### config.mk
export PLATFORM = sky130hd
export DESIGN_NAME = fp_div_seq
export DESIGN_NICKNAME = d
export VERILOG_FILES = /design/src/rtl/fp_div_seq.sv
export SDC_FILE = /design/constraint.sdc
export NUM_CORES = 1
export LEC_CHECK = 0
export CAP_MARGIN = 10
export CORE_MARGIN = 3
export CORE_UTILIZATION = 51
export CTS_CLUSTER_SIZE = 14
export DETAILED_ROUTE_END_ITERATION = 10
export GPL_TIMING_DRIVEN = 0
export PLACE_DENSITY = 0.77
export SLEW_MARGIN = 10
export SYNTH_ARGS = -nofsm -noshare
export SYNTH_HDL_FRONTEND = slang
export SYNTH_SLANG_ARGS = --single-unit
export TNS_END_PERCENT = 100
### constraint.sdc
create_clock -name clk -period 2.47 [get_ports clk]
set_clock_uncertainty 0.2 [all_clocks]
set_input_delay 0.3705 -clock clk [delete_from_list [all_inputs] [get_ports clk]]
set_output_delay 0.3705 -clock clk [all_outputs]
set_load 0.01 [all_outputs]
### src/rtl/fp_div_seq.sv
// ---------------------------------------------------------------------------
// fp_div_seq : sequential floating-point divider (q = a / b)
//
// Restoring division, one quotient bit per clock. The exponent difference
// is formed once when the operands are set up. The result is normalised and
// truncated, with no rounding. Operands and result both use valid/ready
// handshakes.
//
// Number format {sign, exp, frac}:
//   exp is two's complement. Its minimum code means zero and its maximum
//   code means infinity. The significand is 1.frac.
//
// Ports
//   clk        rising-edge clock
//   rst_n      asynchronous active-low reset
//   in_valid   operands a/b valid
//   in_ready   block idle; operands taken on in_valid & in_ready
//   a, b       dividend / divisor {sign, exp, frac}
//   out_valid  result valid, held until out_ready
//   out_ready  consumer takes the result
//   q          quotient {sign, exp, frac}
//   flags      {inv, dz, ovf, unf}, qualified by out_valid
// ---------------------------------------------------------------------------
module fp_div_seq #(
  parameter int EXP_W  = 7,
  parameter int FRAC_W = 15
) (
  input  logic                      clk,
  input  logic                      rst_n,
  input  logic                      in_valid,
  output logic                      in_ready,
  input  logic [EXP_W+FRAC_W:0]     a,
  input  logic [EXP_W+FRAC_W:0]     b,
  output logic                      out_valid,
  input  logic                      out_ready,
  output logic [EXP_W+FRAC_W:0]     q,
  output logic [3:0]                flags
);

  localparam int CNT_W = $clog2(FRAC_W + 2);

  localparam logic [2:0] S_IDLE  = 3'd0;
  localparam logic [2:0] S_SETUP = 3'd1;
  localparam logic [2:0] S_ITER  = 3'd2;
  localparam logic [2:0] S_NORM  = 3'd3;
  localparam logic [2:0] S_DONE  = 3'd4;

  localparam logic [EXP_W-1:0]    EXP_MAX  = {1'b0, {(EXP_W-1){1'b1}}};
  localparam logic [EXP_W-1:0]    EXP_MIN  = {1'b1, {(EXP_W-1){1'b0}}};
  // Legal result exponent range is [min+1, max-1], expressed at EXP_W+1 bits.
  localparam logic [EXP_W:0]      E_HI     = {2'b00, {(EXP_W-2){1'b1}}, 1'b0};
  localparam logic [EXP_W:0]      E_LO     = {2'b11, {(EXP_W-2){1'b0}}, 1'b1};
  localparam logic [CNT_W-1:0]    CNT_INIT = CNT_W'(FRAC_W + 1);
  localparam logic [FRAC_W-1:0]   FRAC_0   = {FRAC_W{1'b0}};
  localparam logic [FRAC_W-1:0]   FRAC_1   = {FRAC_W{1'b1}};

  logic [2:0]              state_q,     state_d;
  logic [EXP_W+FRAC_W:0]   a_q,         a_d;
  logic [EXP_W+FRAC_W:0]   b_q,         b_d;
  logic [EXP_W:0]          exp_q,       exp_d;
  logic [FRAC_W+1:0]       rem_q,       rem_d;
  logic [FRAC_W+1:0]       quo_q,       quo_d;
  logic [CNT_W-1:0]        cnt_q,       cnt_d;
  logic [EXP_W+FRAC_W:0]   q_q,         q_d;
  logic [3:0]              flags_q,     flags_d;
  logic                    out_valid_q, out_valid_d;

  // Operand field decode (from the latched operands)
  logic                    sign_s;
  logic [EXP_W-1:0]        ea_s, eb_s;
  logic [FRAC_W:0]         sig_a_s, sig_b_s;
  logic                    a_zero_s, b_zero_s, a_inf_s, b_inf_s;
  logic [FRAC_W+1:0]       rem_sub_s, rem_sel_s;
  logic                    ge_s;
  logic [EXP_W:0]          exp_n_s;
  logic [FRAC_W-1:0]       frac_n_s;

  assign sign_s   = a_q[EXP_W+FRAC_W] ^ b_q[EXP_W+FRAC_W];
  assign ea_s     = a_q[EXP_W+FRAC_W-1:FRAC_W];
  assign eb_s     = b_q[EXP_W+FRAC_W-1:FRAC_W];
  assign sig_a_s  = {1'b1, a_q[FRAC_W-1:0]};
  assign sig_b_s  = {1'b1, b_q[FRAC_W-1:0]};
  assign a_zero_s = (ea_s == EXP_MIN);
  assign b_zero_s = (eb_s == EXP_MIN);
  assign a_inf_s  = (ea_s == EXP_MAX);
  assign b_inf_s  = (eb_s == EXP_MAX);

  // One restoring step: subtract the divisor when it fits.
  assign ge_s      = (rem_q >= {1'b0, sig_b_s});
  assign rem_sub_s = rem_q - {1'b0, sig_b_s};
  assign rem_sel_s = ge_s ? rem_sub_s : rem_q;

  // Normalise: quotient lies in (0.5, 2); pick the field under the leading one.
  always_comb begin
    if (quo_q[FRAC_W+1]) begin
      frac_n_s = quo_q[FRAC_W:1];
      exp_n_s  = exp_q;
    end else begin
      frac_n_s = quo_q[FRAC_W-1:0];
      exp_n_s  = exp_q - {{EXP_W{1'b0}}, 1'b1};
    end
  end

  // Next-state and datapath control for the divider FSM
  always_comb begin
    state_d     = state_q;
    a_d         = a_q;
    b_d         = b_q;
    exp_d       = exp_q;
    rem_d       = rem_q;
    quo_d       = quo_q;
    cnt_d       = cnt_q;
    q_d         = q_q;
    flags_d     = flags_q;
    out_valid_d = out_valid_q;
    case (state_q)
      S_IDLE: begin
        if (in_valid) begin
          a_d     = a;
          b_d     = b;
          state_d = S_SETUP;
        end else begin
          state_d = S_IDLE;
        end
      end
      S_SETUP: begin
        if ((a_zero_s && b_zero_s) || (a_inf_s && b_inf_s)) begin
          q_d         = {1'b0, EXP_MAX, FRAC_1};
          flags_d     = 4'b1000;
          out_valid_d = 1'b1;
          state_d     = S_DONE;
        end else if (a_inf_s) begin
          q_d         = {sign_s, EXP_MAX, FRAC_0};
          flags_d     = 4'b0000;
          out_valid_d = 1'b1;
          state_d     = S_DONE;
        end else if (b_zero_s) begin
          q_d         = {sign_s, EXP_MAX, FRAC_0};
          flags_d     = 4'b0100;
          out_valid_d = 1'b1;
          state_d     = S_DONE;
        end else if (a_zero_s || b_inf_s) begin
          q_d         = {sign_s, EXP_MIN, FRAC_0};
          flags_d     = 4'b0000;
          out_valid_d = 1'b1;
          state_d     = S_DONE;
        end else begin
          exp_d   = {ea_s[EXP_W-1], ea_s} - {eb_s[EXP_W-1], eb_s};
          rem_d   = {1'b0, sig_a_s};
          quo_d   = {(FRAC_W+2){1'b0}};
          cnt_d   = CNT_INIT;
          state_d = S_ITER;
        end
      end
      S_ITER: begin
        rem_d = {rem_sel_s[FRAC_W:0], 1'b0};
        quo_d = {quo_q[FRAC_W:0], ge_s};
        cnt_d = cnt_q - {{(CNT_W-1){1'b0}}, 1'b1};
        if (cnt_q == {CNT_W{1'b0}}) begin
          state_d = S_NORM;
        end else begin
          state_d = S_ITER;
        end
      end
      S_NORM: begin
        if ($signed(exp_n_s) > $signed(E_HI)) begin
          q_d     = {sign_s, EXP_MAX, FRAC_0};
          flags_d = 4'b0010;
        end else if ($signed(exp_n_s) < $signed(E_LO)) begin
          q_d     = {sign_s, EXP_MIN, FRAC_0};
          flags_d = 4'b0001;
        end else begin
          q_d     = {sign_s, exp_n_s[EXP_W-1:0], frac_n_s};
          flags_d = 4'b0000;
        end
        out_valid_d = 1'b1;
        state_d     = S_DONE;
      end
      S_DONE: begin
        if (out_ready) begin
          out_valid_d = 1'b0;
          state_d     = S_IDLE;
        end else begin
          state_d = S_DONE;
        end
      end
      default: begin
        out_valid_d = 1'b0;
        state_d     = S_IDLE;
      end
    endcase
  end

  // State and datapath registers
  always_ff @(posedge clk or negedge rst_n) begin
    if (!rst_n) begin
      state_q     <= S_IDLE;
      a_q         <= '0;
      b_q         <= '0;
      exp_q       <= '0;
      rem_q       <= '0;
      quo_q       <= '0;
      cnt_q       <= '0;
      q_q         <= '0;
      flags_q     <= 4'b0000;
      out_valid_q <= 1'b0;
    end else begin
      state_q     <= state_d;
      a_q         <= a_d;
      b_q         <= b_d;
      exp_q       <= exp_d;
      rem_q       <= rem_d;
      quo_q       <= quo_d;
      cnt_q       <= cnt_d;
      q_q         <= q_d;
      flags_q     <= flags_d;
      out_valid_q <= out_valid_d;
    end
  end

  assign in_ready  = (state_q == S_IDLE);
  assign out_valid = out_valid_q;
  assign q         = q_q;
  assign flags     = flags_q;

endmodule

* Word-level counts from Yosys, hierarchy flattened
Index checks and enable logic that the tools add are counted.
** Storage, ports and cells
- Output and inout port bits :: 29
- Memory bits (writable) :: 0
- Memory bits (read-only) :: 0
- Word-level logic and storage cells :: 97
- Latch bits :: 0
- Memories :: 0
- Register bits :: 124
- Bits of input ports :: 50
** Operators by class
- Bitwise logic cells :: 6
- Add/subtract/negate cells :: 4
- Magnitude comparators :: 3
- Multipliers :: 0
- Shift operators :: 0
- Equal/unequal tests :: 14
- Mux-type cells :: 46
- Reduce and logical (&&, ||, !) cells :: 14
- Divide/modulo/power cells :: 0
** Operators with widths (number)
- 2-to-1 mux 17 bit :: 8
- 2-to-1 mux 23 bit :: 4
- one-hot mux 17 bit (2 select lines) :: 2
- one-hot mux 23 bit (2 select lines) :: 1
- 2-to-1 mux 22 bit :: 2
- 2-to-1 mux 5 bit :: 4
- >= comparator 17 x 16 -> 1 bit :: 1
- 2-to-1 mux 16 bit :: 1
- 2-to-1 mux 4 bit :: 4
- subtractor 16 bit :: 1
- 2-to-1 mux 15 bit :: 1
- 2-to-1 mux 3 bit :: 5
- one-hot mux 3 bit (5 select lines) :: 1
- == test 7 x 6 -> 1 bit, second input constant :: 2
- == test 7 bit, second input constant :: 2
- inequality test 2 bit, second input constant :: 5
- one-hot mux 5 bit (2 select lines) :: 1
- AND reduction 5 bit :: 2
- greater-than comparator 8 x 7 -> 1 bit, second input constant :: 1
- less-than comparator 8 x 7 -> 1 bit, second input constant :: 1
- 2-to-1 mux 1 bit :: 8
- 2-to-1 mux 8 bit :: 1
- one-hot mux 4 bit (2 select lines) :: 1
- subtractor 7 x 7 -> 8 bit :: 1
- other kinds (18) :: 27

* Longest topological paths before layout
Gate-level depths: netlist of the first run.
- Depth after elaboration :: 7
- Mapped depth :: 11
- Gate-level depth less buffers :: 10

* Worst setup path after synthesis of the first run
OpenSTA, ideal clock, no wires.
- Path type :: register -> register
- From :: register rem_q[6]
- To :: register rem_q[11]
- Clock period less this slack :: 2.602 ns
- Data required time :: 2.138 ns
- Stages on the path, launching flop included :: 11
- Arrival time :: 2.270 ns
- Buffers on the path :: 2
- Setup time :: 0.132 ns
- Path slack :: -0.132 ns
- Cell sequence :: dfrtp_1 -> ha_1 -> buf_2 -> a21o_1 -> or3_1 -> o31ai_2 -> nor3_1 -> o22ai_2 -> buf_4 -> mux2i_1 -> o22ai_1
** On the way
- Cells in the longest elaborated chain, start to end :: 3
- Elaborated cells between the ends (all ways) :: 4
- Classes of those cells :: add/sub (1); order compare (1); mux (2)
** Ends and longest elaborated chain
- start, declared :: line 61 : logic [FRAC_W+1:0] rem_q, rem_d;
- start signal, assigned :: line 212 : rem_q <= rem_d;
- subtractor 16 bit / >= comparator 17 x 16 -> 1 bit (equally long branches) :: line 90, 89
- 2-to-1 mux 16 bit (*) :: line 91 : assign rem_sel_s = ge_s ? rem_sub_s : rem_q;
- one-hot mux 17 bit (2 select lines) (*) :: line 116 : case (state_q)
Every way passes the cells marked *; elsewhere a longest branch is shown, timed or not.
A chain may end at the register's enable or synchronous reset.

* Worst setup path after layout of the first run
- From :: register b_q[1]
- To :: register rem_q[1]
** On the way
- Cells in the longest elaborated chain, start to end :: 3
** Ends and longest elaborated chain
- start, declared :: line 59 : logic [EXP_W+FRAC_W:0] b_q, b_d;
- start signal, assigned :: line 199 : b_q <= '0;
- start signal, assigned :: line 210 : b_q <= b_d;
- >= comparator 17 x 16 -> 1 bit :: line 89 : assign ge_s = (rem_q >= {1'b0, sig_b_s});
- 2-to-1 mux 16 bit :: line 91
- one-hot mux 17 bit (2 select lines) :: line 116
Every way passes these cells.

==> results of run 1 <==
[through the flow]
step	total power, uW	cells	utilization (%)	setup WS (ps)
after floorplan	8400	678	-	-3.10
after CTS	14100	980	70.7	-195
after global routing	16500	999	74.5	-358
after detailed placement	10400	925	61.9	-675
final	15600	999	74.5	-176
after global placement	10200	924	61.7	-3770
[power breakdown]
group	total (uW)	leakage, uW	switching [uW]	internal, uW
logic	9310	0.00208	4820	4480
registers	3720	0.00155	758	2960
clock network	2550	0.000297	914	1630
[state kept, by name, indices dropped and copies added, names as in the netlist]
name	flops
quo_q	17
out_valid	1
a_q	23
cnt_q	5
rem_q	17
exp_q	8
q	23
state_q	3
b_q	23
flags	4
[final timing paths]
| path | start | to | slack [ps] | depth (start not counted) |
|---|---|---|---|---|
| worst max register to register | b_q[1] | rem_q[1] | -180 | 10 |
| worst min-delay path | rst_n | a_q[19] | 260 | 2 |
| min in group clk | q[16] | q[16] | 270 | 2 |
| max in group asynchronous | rst_n | rem_q[14] | 1080 | 3 |
| worst max-delay path | b_q[1] | rem_q[1] | -180 | 10 |
| worst min register to register | q[16] | q[16] | 270 | 2 |
[placed cells by master, fill, tap and decap left out, drive strengths merged, types with 4 or more instances in the layout]
| cell type | netlist | layout |
|---|---|---|
| nor2 | 41 | 42 |
| o22ai | 4 | 4 |
| nor2b | 7 | 7 |
| nand2b | 5 | 5 |
| dfrtp | 124 | 124 |
| nor3 | 10 | 10 |
| clkdlybuf4s50 | 0 | 77 |
| o31ai | 8 | 8 |
| inv | 35 | 36 |
| o21a | 5 | 5 |
| buf | 13 | 57 |
| xnor2 | 12 | 12 |
| nand4 | 9 | 9 |
| o21ai | 68 | 68 |
| a21o | 5 | 5 |
| a21oi | 29 | 29 |
| nand2 | 103 | 103 |
| mux2i | 28 | 28 |
| and3 | 11 | 11 |
| ha | 24 | 24 |
| clkinv | 0 | 6 |
| nand3 | 8 | 8 |
| nor4 | 10 | 10 |
| a211oi | 19 | 19 |
| clkbuf | 22 | 41 |
| xor2 | 14 | 14 |
| mux2 | 25 | 25 |
[cell families (layout without fill, tap and decap cells)]
| kind of cell | count (synthesis) | in the layout | share of synthesized area (%) |
|---|---|---|---|
| AND/OR/NAND/NOR | 220 | 221 | 16.2 |
| AO/OA/AOI/OAI | 157 | 157 | 14.8 |
| flip-flops | 124 | 124 | 47.2 |
| buffers and inverters | 70 | 222 | 4.41 |
| multiplexers | 53 | 53 | 8.54 |
| adder cells (fa/ha/maj) | 28 | 28 | 5.48 |
| XOR/XNOR | 26 | 26 | 3.46 |
[synth_stat cells (3+ instances only)]
library cell and instances:
nand2b_1 5, o21a_1 5, nor2_1 40, nand3_1 8
nor3_1 10, buf_1 3, dfrtp_1 124, nand4_1 9
mux2i_1 28, o22ai_1 3, nor4_1 8, nand4b_1 3
mux2_2 25, clkbuf_1 22, ha_1 24, nand2_1 103
and3_1 11, xnor2_1 12, inv_1 35, o21bai_1 3
a21o_1 5, a211oi_1 19, a21oi_1 29, o31ai_1 7
o21ai_0 67, nor2b_1 7, buf_2 7, xor2_1 14
[what timing repair did]
item,in CTS,in global routing
setup endpoints to repair,105,77
hold buffers,1,0
endpoints found under the hold margin,46,0
resized for setup,78,69
setup buffers,23,21
gates cloned,1,1
pin swaps,23,37
[routing by layer]
metal / vias up / part of all wire, %
li1: 2676 / -
met1: 2851 / 42
met2: 188 / 51
met3: 47 / 5.1
met4: 0 / 2.6
met5: - / 0
[worst reg2reg max path: stages (launching register included)]
cell,delay (ps)
dfrtp_1,390
inv_2,90
ha_4,210
nor2b_4,130
o31a_1,300
o31ai_4,320
nor3_4,90
o22ai_4,220
buf_6,170
mux2i_1,70
a221o_1,320
[area by class of cell]
| type | instances | area share (%) |
|---|---|---|
| multi-input combinational | 485 | 40.8 |
| sequential | 124 | 33.9 |
| timing repair buffer | 123 | 12.7 |
| clock buffer | 21 | 5.02 |
| buffer | 32 | 2.35 |
| tap | 168 | 2.29 |
| clock inverter | 11 | 1.53 |
| inverter | 35 | 1.43 |
==> results.ini, run 1 <==
[run_status]
status = finished with violations
violations = setup timing

[placed_design]
numPortBuffers = 78
hpwl_mm = 12.0
place_area_sq_um = 7630
gp_congestion = 0.919

[flow_run]
cap_violations = 0

[clocking]
cts.sinks = 124
ctsHtreeMaxLevel = 4
clock_latency_ps = 430
cts-root-buf = clkbuf_16
numCtsBuffers = 17
cts_max_path_buffers = 2
clk_pin_slew_worst_paths_ps = 60
cts_tree = yes

[floorplan]
num_rows = 40
fp.coreArea_sq_um = 12300
pin_count = 79
dieArea_sq_um = 14300
fp.dieW_um = 120
fp.dieH_um = 120
initial_core_util_pct = 53.4

[route]
ant_nets = 0
drtPass1Iterations = 5
first_iter_violations = 459
drc = 0
wl_mm = 18.6
vias = 5762
viasPerCell = 5.77
avgRoutedWirePerCell_um = 18.6

[logic_synthesis]
synthArstFlopShare_pct = 100
synth_edf_count = 0
synth_top_area_share_pct = 47.2
ys_seq_area_share_pct = 47.2
synth_cell_type_count = 58
yosysWarnings = 0
synth_seq_cells = 124
syn_area_per_cell_sq_um = 9.70
ys.flop_type = dfrtp_1
synthCells = 678
netlist_area_sq_um = 6580
yosysTopAreaCell = dfrtp_1
syn-num-nets = 754
yosys-top-cells-area = dfrtp_1 47%, nand2_1 5.9%, o21ai_0 5.1%, ha_1 4.6%, mux2_2 4.3%

[cells_and_area]
nNetsFinal = 894
multi_input_area_sq_um = 3740
layout-drive-gt1-share_pct = 24.5
regArea_sq_um = 3110
fin_area_sq_um = 9170
nFillCells = 842
syn_to_final_growth_pct = 39.5
n_antenna_cell = 0

[timing]
fmax_ghz = 0.378
tightestPinTransition_ps = 668
finalSetupViolCount = 32
slew_headroom_pct = 55.5
period_minus_slack_ps = 2650
fin_crit_sh_pct = 107
rsz0062_at_grt = true
finalHoldViolations = 0
drv_slew = 0
setup_tns_ps = -3950
setup_slack_ps = -176
hold_ws_ps = 259

[worst_setup_path]
setup.worst_path.start_class = register
worst_ep_arrival_time_ps = 2750
crit_fanout = 3
max_stage_delay_ps = 390
path_delay_family = compound AO/OA/AOI/OAI gates
critical_path_class = register to register
end_kind = register
cpMaxStageDelayCell = dfrtp_1
cp.required_ps = 2570
cp_num_buf_inv = 2
crit_path_cell_trace = inv_2, ha_4, nor2b_4, o31a_1, o31ai_4, nor3_4, o22ai_4, buf_6, mux2i_1, a221o_1

[power_and_ir_drop]
vdd_drop_max_mv = 0.876
powerDensity_nw_per_um2 = 1700
leakage_uw = 0.00393

[grt]
use_met2_pct = 43.4
met1_usage_pct = 32.0
grt_overflow_total = 0
antenna_found_initial = 0
grt_pass1_wl_mm = 28.8
grt_pass1_vias = 5698
top_usage_layer = met2
globalRouteTotalUtil_pct = 25.3
grt_start_max_net_pins = 79
use_met3_pct = 5.14

[min_path]
hold_class = input pin to async pin

No activity file was read; power rests on OpenSTA's default activity.
==> run 2: changes to the inputs <==
- RECOVER_POWER: not set -> 25
==> run 2 against run 1 <==
The flow still finishes with violations (setup timing). Hold slack improved by 14 ps. Routed wire length barely moved. Clock-buffer cell count did not move. Via count did not move. Setup slack got worse by 2.3 ps. Total power barely moved. Flip-flop and latch count did not move. Largest cell class unchanged. Critical endpoint unchanged. Highest routed layer unchanged. Sequential power barely moved. Cell area fell by 0.25%. First-iteration DRC count did not move.
==> results.ini, run 2 (synthesis gave the netlist of run 1 again) <==
[power_and_ir_drop]
powerDensity_nw_per_um2 = 1700  ; +0.21%
sw_frac_of_total_pct = 41.7  ; about the same
finalPower_uw = 15600  ; about the same
switching_power_uw = 6490  ; about the same
leakage_uw = 0.00392  ; -0.22%
vdd_drop_max_mv = 0.875  ; about the same
internal-power_uw = 9070  ; about the same
clockPowerShare_pct = 16.4  ; about the same
comb_power_share_pct = 59.8  ; about the same
pwr-share-seq_pct = 23.9  ; about the same

[placed_design]
gp_congestion = 0.919  ; unchanged
hpwl_mm = 12.0  ; unchanged
numPortBuffers = 78  ; unchanged
dp_cells = 925  ; unchanged

[worst_setup_path]
crit_path_cell_trace = inv_2, ha_4, nor2b_4, o31a_1, o31ai_4, nor3_4, o22ai_4, buf_6, mux2i_1, a221o_1
cp_num_buf_inv = 2  ; unchanged
crit_fanout = 3  ; unchanged
critical_path_class = register to register
max_stage_delay_ps = 390  ; about the same
worst_ep_arrival_time_ps = 2750  ; about the same
startpoint = b_q[1]
path_delay_family = compound AO/OA/AOI/OAI gates
reg2reg_to = rem_q[1]
reg2regPathDepth = 10  ; unchanged
cp.required_ps = 2570  ; about the same
reg2reg_slack_ps = -180  ; about the same
end_kind = register
r2r_start = b_q[1]
cpMaxStageDelayCell = dfrtp_1
setup.worst_path.start_class = register

[floorplan]
fp.dieH_um = 120  ; unchanged
dieArea_sq_um = 14300  ; unchanged
initial_core_util_pct = 53.4  ; unchanged
fp.coreArea_sq_um = 12300  ; unchanged
pin_count = 79  ; unchanged
num_rows = 40  ; unchanged
fp.dieW_um = 120  ; unchanged

[timing]
finalHoldViolations = 0  ; unchanged
finalSetupViolCount = 32  ; unchanged
fmax_ghz = 0.378  ; about the same
fin_crit_sh_pct = 107  ; about the same
slew_headroom_pct = 22.1  ; -33 points
setup_slack_ps = -178  ; -2.28 ps
tightestPinTransition_ps = 1170  ; +501 ps
drv_slew = 0  ; unchanged
period_minus_slack_ps = 2650  ; +2.28 ps
rsz0062_at_grt = true

[route]
drtPass1Iterations = 6  ; +1
wl_mm = 18.6  ; about the same
first_iter_violations = 459  ; unchanged
vias = 5762  ; unchanged
viasPerCell = 5.77  ; unchanged
ant_nets = 0  ; unchanged
drc = 0  ; unchanged
avgRoutedWirePerCell_um = 18.6  ; about the same

[cells_and_area]
final_common_cell = dfrtp_1
nNetsFinal = 894  ; unchanged
most-common-layout-cells = 122 x dfrtp_1, 100 x nand2_1, 77 x clkdlybuf4s50_1
n_antenna_cell = 0  ; unchanged
layout-drive-gt1-share_pct = 24.5  ; unchanged
instances_no_fill = 999  ; unchanged
syn_to_final_growth_pct = 39.1

[run_status]
violations = setup timing
status = finished with violations

[min_path]
min_to = q[16]
whs_path_depth = 2
hold_class = register to register
min_from = q[16]

[clocking]
cts-root-buf = clkbuf_16
clk_pin_slew_worst_paths_ps = 60  ; about the same
clock_latency_ps = 430  ; about the same
cts_tree = yes
cts_max_path_buffers = 2  ; unchanged
cts.sinks = 124  ; unchanged
ctsHtreeMaxLevel = 4  ; unchanged
numCtsBuffers = 17  ; unchanged

[grt]
grt_pass1_vias = 5698  ; unchanged
grt_start_max_net_pins = 79  ; unchanged
grt_overflow_total = 0  ; unchanged
grt_pass1_wl_mm = 28.8  ; unchanged
globalRouteTotalUtil_pct = 25.3  ; unchanged
antenna_found_initial = 0  ; unchanged

[flow_run]
cap_violations = 0  ; unchanged

[run 2: power groups by stage]
| stage | Clock [uW] | Sequential, uW | Combinational, uW |
|---|---|---|---|
| 4_1_cts | 2560 | 3660 | 7890 |
| 2_1_floorplan | 0 | 3540 | 4870 |
| 3_5_place_dp | 0 | 3630 | 6760 |
| 6_report | 2550 | 3720 | 9300 |
| 3_3_place_gp | 0 | 3590 | 6580 |
| 5_1_grt | 2650 | 3820 | 10000 |
[run 2: area by class of cell]
type / count / area, sq um
fill: 845 / 3160
timing repair buffer: 123 / 1150
tap: 168 / 210
clock inverter: 11 / 140
sequential: 124 / 3110
inverter: 35 / 131
clock buffer: 21 / 460
buffer: 32 / 215
multi-input combinational: 485 / 3740
[run 2: metrics by stage]
stage,utilization (%),worst slack (ps),hold slack (ps),cell area [sq um],TNS (ps)
2_1_floorplan,-,-3.10,-125,6610,-6.21
3_3_place_gp,61.7,-3770,257,7600,-491050
3_5_place_dp,61.9,-675,141,7630,-30220
4_1_cts,70.7,-195,263,8700,-4310
5_1_grt,74.3,-358,299,9150,-10430
6_report,74.3,-178,273,9150,-3950
[run 2: worst max path at each step]
stage	cells after the start	slack, ps	endpoint
2_1_floorplan	10	-3	rem_q[11]
3_3_place_gp	1	-3770	b_q[10]
3_5_place_dp	7	-680	rem_q[6]
4_1_cts	10	-190	rem_q[1]
5_1_grt	10	-360	q[4]
6_report	10	-180	rem_q[1]
[run 2: tightest hold or removal path, delay by kind of cell (launching register included)]
kind | cells | cell delay [ps]
DFF | 1 | 340
and+or+nand+nor | 2 | 110
[run 2: timing repair]
item | 4_1_cts | 5_1_grt
cloned | 1 | 1
resized for setup | 78 | 69
pin swaps | 23 | 37
hold buffers | 1 | 0
endpoints found under the setup margin | 105 | 77
buffers inserted | 23 | 21
endpoints found under the hold margin | 46 | 0
[run 2: routing by layer]
metal / track usage [%] / up-vias / share of wire [%]
met3: 5.14 / 46 / 5.5
met1: 32.0 / 2839 / 41
met5: 0 / - / 0
met2: 43.4 / 204 / 51
li1: - / 2673 / -
met4: 8.95 / 0 / 2.6
